--- config.mk ---
export PLATFORM = sky130hd
export DESIGN_NAME = pipe_hazard_ctrl
export DESIGN_NICKNAME = d
export VERILOG_FILES = /design/src/rtl/pipe_hazard_ctrl.sv
export SDC_FILE = /design/constraint.sdc
export NUM_CORES = 1
export LEC_CHECK = 0
export BUFFER_PORTS_ARGS = -buffer_cell sky130_fd_sc_hd__buf_2
export CAP_MARGIN = 10
export CORE_MARGIN = 4
export CORE_UTILIZATION = 51
export DETAILED_ROUTE_END_ITERATION = 10
export HOLD_SLACK_MARGIN = 0.02
export PLACE_DENSITY = 0.77
export SLEW_MARGIN = 30
export SYNTH_ARGS = -nofsm -noshare
export SYNTH_HDL_FRONTEND = slang
export SYNTH_SLANG_ARGS = --single-unit
--- constraint.sdc ---
create_clock -name clk -period 2.2 [get_ports clk]
set_clock_uncertainty 0.2 [all_clocks]
set_input_delay 0.22 -clock clk [delete_from_list [all_inputs] [get_ports clk]]
set_output_delay 0.22 -clock clk [all_outputs]
set_load 0.005 [all_outputs]
--- src/rtl/pipe_hazard_ctrl.sv ---
// Pipeline hazard controller: PC/IF-ID/ID-EX enables, bubbles, flushes for load-use, branch, mul/div.
// Latency: Mealy outputs, zero-cycle from inputs; optional HAZ_PERF_CNT_EN adds stall/flush counters.
// Backpressure: stalls front end on load-use (1 cycle) and holds it in MC_WAIT until mc_done/timeout.
module pipe_hazard_ctrl #(
  parameter int FLUSH_CYCLES = 2,
  parameter int MC_TIMEOUT   = 64,
  parameter int REG_AW       = 3
) (
  input  logic              clk,
  input  logic              rst_n,
  input  logic              id_valid,
  input  logic [REG_AW-1:0] id_rs,
  input  logic [REG_AW-1:0] id_rt,
  input  logic              id_uses_rt,
  input  logic              ex_memread,
  input  logic [REG_AW-1:0] ex_rt,
  input  logic              ex_mc_start,
  input  logic              mc_done,
  input  logic              branch_taken,
`ifdef HAZ_PERF_CNT_EN
  output logic [15:0]       stall_cycles,
  output logic [15:0]       flush_cycles,
`endif
  output logic              pc_write,
  output logic              ifid_write,
  output logic              ifid_flush,
  output logic              idex_write,
  output logic              idex_bubble,
  output logic              mc_timeout,
  output logic              busy
);

  typedef enum logic [1:0] {RUN, FLUSH, MC_WAIT} state_t;

  state_t     state;
  logic [2:0] flush_cnt;
  logic [7:0] mc_cnt;
  logic       lu;
  logic       mc_to;

  // r0 is hardwired zero, so a load targeting it never creates a dependency
  assign lu = id_valid & ex_memread & (ex_rt != '0) &
              ((ex_rt == id_rs) | (id_uses_rt & (ex_rt == id_rt)));

  assign mc_to = (state == MC_WAIT) & ~mc_done & (mc_cnt == 8'(MC_TIMEOUT - 1));

  always_comb begin
    pc_write    = 1'b1;
    ifid_write  = 1'b1;
    ifid_flush  = 1'b0;
    idex_write  = 1'b1;
    idex_bubble = 1'b0;
    mc_timeout  = 1'b0;
    busy        = 1'b0;
    // Reset forces run values regardless of what the inputs are doing
    if (rst_n) begin
      case (state)
        RUN: begin
          if (branch_taken) begin
            ifid_flush  = 1'b1;
            idex_bubble = 1'b1;
          end else if (ex_mc_start) begin
            idex_bubble = 1'b0;
          end else if (lu) begin
            pc_write    = 1'b0;
            ifid_write  = 1'b0;
            idex_bubble = 1'b1;
          end
        end
        FLUSH: begin
          ifid_flush  = 1'b1;
          idex_bubble = 1'b1;
          busy        = 1'b1;
        end
        MC_WAIT: begin
          busy = 1'b1;
          if (!mc_done) begin
            pc_write   = 1'b0;
            ifid_write = 1'b0;
            idex_write = 1'b0;
            mc_timeout = mc_to;
          end
        end
        default: busy = 1'b1;
      endcase
    end
  end

  always_ff @(posedge clk or negedge rst_n) begin
    if (!rst_n) begin
      state     <= RUN;
      flush_cnt <= '0;
      mc_cnt    <= '0;
    end else begin
      case (state)
        RUN: begin
          if (branch_taken) begin
            if (FLUSH_CYCLES > 1) begin
              state     <= FLUSH;
              flush_cnt <= 3'(FLUSH_CYCLES - 1);
            end
          end else if (ex_mc_start) begin
            state  <= MC_WAIT;
            mc_cnt <= '0;
          end
        end
        FLUSH: begin
          if (flush_cnt <= 3'd1) begin
            state     <= RUN;
            flush_cnt <= '0;
          end else begin
            flush_cnt <= flush_cnt - 3'd1;
          end
        end
        MC_WAIT: begin
          if (mc_done || mc_to) begin
            state  <= RUN;
            mc_cnt <= '0;
          end else if (mc_cnt != 8'hFF) begin
            mc_cnt <= mc_cnt + 8'd1;
          end
        end
        default: state <= RUN;
      endcase
    end
  end

`ifdef HAZ_PERF_CNT_EN
  always_ff @(posedge clk or negedge rst_n) begin
    if (!rst_n) begin
      stall_cycles <= '0;
      flush_cycles <= '0;
    end else begin
      if (!pc_write && stall_cycles != 16'hFFFF) stall_cycles <= stall_cycles + 16'd1;
      if (ifid_flush && flush_cycles != 16'hFFFF) flush_cycles <= flush_cycles + 16'd1;
    end
  end
`endif

endmodule

Word level (Yosys, flattened, before mapping). Cells that the tools add are included.

Input bits: 17. Bits in registers: 13. Output and inout port bits: 7. Logic and storage cells: 69.

Bitwise logic cells: 8. $add $sub $neg: 2. Magnitude comparators: 1. Reduce and logical (&&, ||, !) cells: 8. Eq/ne operators: 13. Multiplexer cells: 34.

Operators by type and width (count): $mux 8 (4); $mux 1 (18); $pmux 8 s2 (1); $add 8x1->8 const B (1); $eq 8x6->1 const B (1); $mux 2 (4); $ne 2x2->1 const B (4); $ne 8x8->1 const B (1); $and 1x1->1 (6); $eq 3x3->1 (2); $mux 3 (2); $pmux 1 s2 (3); $pmux 2 s3 (1); $pmux 3 s2 (1); $reduce_and 4->1 (1); $reduce_bool 2->1 (2); $le 3x1->1 const B (1); $ne 3x1->1 const B (1); $ne 3x3->1 const B (1); $reduce_and 3->1 (1); $reduce_bool 3->1 (1); $sub 3x1->3 const B (1); $eq 2x1->1 const B (1); $eq 2x2->1 const B (1); other kinds (6) (6).

Logic depth before layout (Yosys ltp).
Depth after elaboration: 9. Mapped depth: 6. Depth with buffers taken out: 6.

Worst setup path before layout. OpenSTA, ideal clock, no wires.

Path type: reg2out. Start: register state[1]. End: output pc_write. Cell stages (with the launch flop): 7. Arrival: 1366 ps. Required time: 1780 ps. Buffers on the path: 2. Slack: 414 ps. Cell sequence: dfrtp_1 -> buf_4 -> inv_1 -> nor3_1 -> nand2_1 -> a21boi_0 -> buf_4.

Longest elaborated chain between the ends: 3. Elaborated cells between the ends (all ways): 4. Those cells by class: eq/ne: 1; mux: 2; reduce/logical: 1.

RTL lines: start, declared (line 35) `state_t state;`; start signal, assigned (line 91) `state <= RUN;`; start signal, assigned (line 99) `state <= FLUSH;`; start signal, assigned (line 103) `state <= MC_WAIT;`; $eq 2x2->1 / $logic_not 2->1 (equally long branches); $pmux 1 s2 *; $mux 1 *; end, declared (line 24) `output logic pc_write,`.

Mark *: on every way between the ends. The rest lies on a longest branch, timed or not.

Worst setup path after layout.
Start: register state[1]. End: output ifid_write.

Longest elaborated chain between the ends: 3. Elaborated cells between the ends (all ways): 4. Those cells by class: eq/ne: 1; mux: 2; reduce/logical: 1.

RTL lines: $eq 2x2->1 / $logic_not 2->1 (equally long branches) (line 57) `case (state)`; $pmux 1 s2 * (line 57); $mux 1 * (line 56) `if (rst_n) begin`; end, declared (line 25) `output logic ifid_write,`.

Marked as above.

==> results by group <==
Worst setup path
  – Crit-path max FO: 8
  – CP top delay family: compound AO/OA/AOI/OAI gates
  – Worst r2r dst: mc_cnt[3]
  – Cells along the critical path: nor4bb_2 -> o311ai_1 -> a21oi_1 -> a21boi_0 -> buf_2
  – Critical path depth in cells: 5
  – Crit Path Category: register to primary output
  – Crit path DAT: 1.72 ns
  – R2R Setup Slk: 0.28 ns
  – Max incr delay on CP: 0.46 ns
  – Setup crit end: ifid_write
  – R2r worst-path depth: 5
  – Crit path buf inv count: 1
  – Worst endpoint required time: 1.78 ns
  – Worst setup EP type: primary output
  – Max stage delay cell, worst path: dfrtp_2
  – Critical path origin: state[1]
  – Reg2reg start: state[0]
  – Setup crit start kind: register

Yosys
  – Commonest register cell after synthesis: dfrtp_1
  – Mapped Area: 917 µm²
  – Synth unique cells: 39
  – Sequential area share after synthesis: 35.5%
  – Synth Instances: 102
  – #FFs+latches synth: 13
  – Syn avg cell area: between 8 and 9 µm²
  – Number of synthesized flops with an enable pin: 0
  – Yosys Warn Count: 0
  – Synthesized net count: 122
  – Async set-reset flop share out of synthesis: 100%

CTS
  – CTS tree: built
  – Number of H-tree levels: 1
  – Clk_lat worst skew: 0.28 ns
  – Root Driver: clkbuf_4
  – Clock sink count: 13
  – Max Root-Sink Buffers: 2
  – Clock transition at the registers of the reported paths: 0.08 ns
  – TritonCTS Buffers: 3

Placement
  – DP HPWL: 1600 µm
  – Port Buf Inserts: 23
  – DP Cell Count: 150
  – Placer Congestion: 0.786

Global routing
  – Total GRT Usage: between 10% and 20%
  – Vias in the first global route: approximately 830
  – Initial antenna violation count: 0
  – Global route total overflow: 0
  – First-pass GRT wire length: about 3600 µm
  – Largest net degree at the start of global routing: 17

Worst hold path
  – HP Class: primary input to register

Floorplan
  – Initial Utilization: 53.7%
  – Row count: 15
  – Die Y-Extent: 50.4 µm
  – Die ar.: 2540 µm²
  – Core area: ~1700 µm²
  – Die W: 50.4 µm
  – IO Count: 24

Route
  – Routed Antenna Nets: 0
  – Routed WL: 2190 µm
  – Wire per inst: around 14 µm
  – Vias: 856
  – TritonRoute pass-1 iters: 4
  – Starting DRT DRC Count: 17
  – Via/cell ratio: about 5.4
  – Residual DRC: 0

Cells and area
  – Total Nets Final: 154
  – Layout cells sized above 1: about 30%
  – Fin cells: 158
  – Layout area overhead: 23.9%
  – ANT cells: 0

Pwr
  – Max rail drop VDD: 463 µV
  – Pwr/cell area: 736 nW/µm²
  – Tot Pwr: 836 µW
  – Leak: 0.000542 µW

Outcome
  – Status: finished clean

Job
  – Max Cap Viol: 0

STA
  – Headroom to the max-slew limit: between 70 and 80%
  – Period Utilization, post-route: 97.2%
  – Final Critical Period: 2.14 ns
  – Count of final setup violators: 0
  – Setup TNS: 0 ns
  – Fmax: 467 MHz
  – Final Hold Fails: 0
  – Final Slew Violations: 0
  – Tightest Pin Transition: slightly above 0.3 ns
-- report_power, final --
part           internal, µW  switching (µW)  total, µW
registers               290            60.2        351
clock network          70.3            78.3        149
logic                   164             173        337
-- worst reg2reg max path: stages, from the launching register on --
cell and delay, ns:
dfrtp_1 0.45, or3b_1 0.55, nor3_2 0.22, a21oi_1 0.10
buf_4 0.16, o211ai_1 0.16
-- Yosys cell counts (all sizes together), types with 2 or more instances --
cell type | instances | area [µm²]
nand2b | 2 | 12.5
ha | 3 | 37.5
nand2 | 8 | 30.0
a21o | 2 | 15.0
mux2i | 2 | 20.0
a211o | 2 | 17.5
o21ai | 6 | 30.0
buf | 3 | 26.3
nor3b | 3 | 22.5
nor2b | 2 | 12.5
nor2 | 5 | 18.8
nand3 | 5 | 25.0
inv | 9 | 33.8
dfrtp | 13 | 325
a21oi | 4 | 20.0
and3 | 4 | 25.0
o211ai | 3 | 27.5
nor3 | 3 | 20.0
xnor2 | 6 | 52.6
-- routing by layer --
layer	vias to the layer above	GRT usage, %	routed length (µm)
li1	429	-	-
met1	411	22.1	953
met2	12	33.9	1150
met3	4	3.56	52
met4	0	9.42	36
met5	-	0	0
-- stage by stage --
| step | cell area (µm²) | hold WS [ns] | util [%] | worst slack [ns] |
|---|---|---|---|---|
| floorplan | 917 | -0.276 | - | 0.414 |
| global placement | 1060 | -0.00783 | 62.1 | 0.340 |
| detailed placement | 1060 | -0.00734 | 62.1 | 0.307 |
| CTS | 1120 | 0.239 | 65.3 | 0.0545 |
| global route | 1140 | 0.256 | 66.5 | -0.0719 |
| finish | 1140 | 0.242 | 66.5 | 0.0606 |
-- state kept, by name, summed over array words and instances (netlist names) --
signal     flops
mc_cnt         8
flush_cnt      3
state          2
-- cells in the final DEF, fill, tap and decap left out, drive strengths merged, types with 2 or more instances in the layout --
cell type    count
nand3            5
and3             4
ha               3
a211o            2
nor3b            3
buf             27
nand2            8
a21o             2
inv              9
nor2b            2
xnor2            6
nor2             5
dfrtp           13
dlygate4sd3      3
a21oi            4
o211ai           3
mux2i            2
o21ai            6
clkbuf           4
nand2b           2
nor3             3
-- area by class of cell --
cell class,count,area (µm²)
clock buffers,4,26.3
fillers,138,572
inverters,9,33.8
flip-flops and latches,13,327
multi-input cells,77,543
well taps,25,31.3
repair buffers,30,175
-- worst min-delay path by stage --
stage	endpoint	startpoint	cells after the start	slack, ns
2_1_floorplan	flush_cnt[0]	rst_n	0	-0.28
3_3_place_gp	flush_cnt[1]	rst_n	2	-0.008
3_5_place_dp	flush_cnt[1]	rst_n	2	-0.007
4_1_cts	flush_cnt[1]	rst_n	3	0.24
5_1_grt	flush_cnt[0]	rst_n	3	0.26
6_report	mc_cnt[3]	mc_done	5	0.24
-- cells by family (layout without fill, tap and decap cells) --
| logic type | count (synthesis) | in the layout | synth area share (%) |
|---|---|---|---|
| xor gates and xnor gates | 7 | 7 | 6.68 |
| DFF | 13 | 13 | 35.5 |
| muxes | 2 | 2 | 2.18 |
| buffers and inverters | 12 | 43 | 6.55 |
| adders and majority gates | 3 | 3 | 4.09 |
| and+or+nand+nor | 40 | 40 | 25.2 |
| AOI/OAI and AO/OA | 25 | 25 | 19.8 |
-- repair_timing --
action | 4_1_cts | 5_1_grt
hold buffers | 3 | 0
buffers inserted | 0 | 1
gates resized for setup | 0 | 4
endpoints found under the hold margin | 15 | 0
endpoints found under the setup margin | 0 | 4
Note: power is estimated with default switching activity, not from simulation.
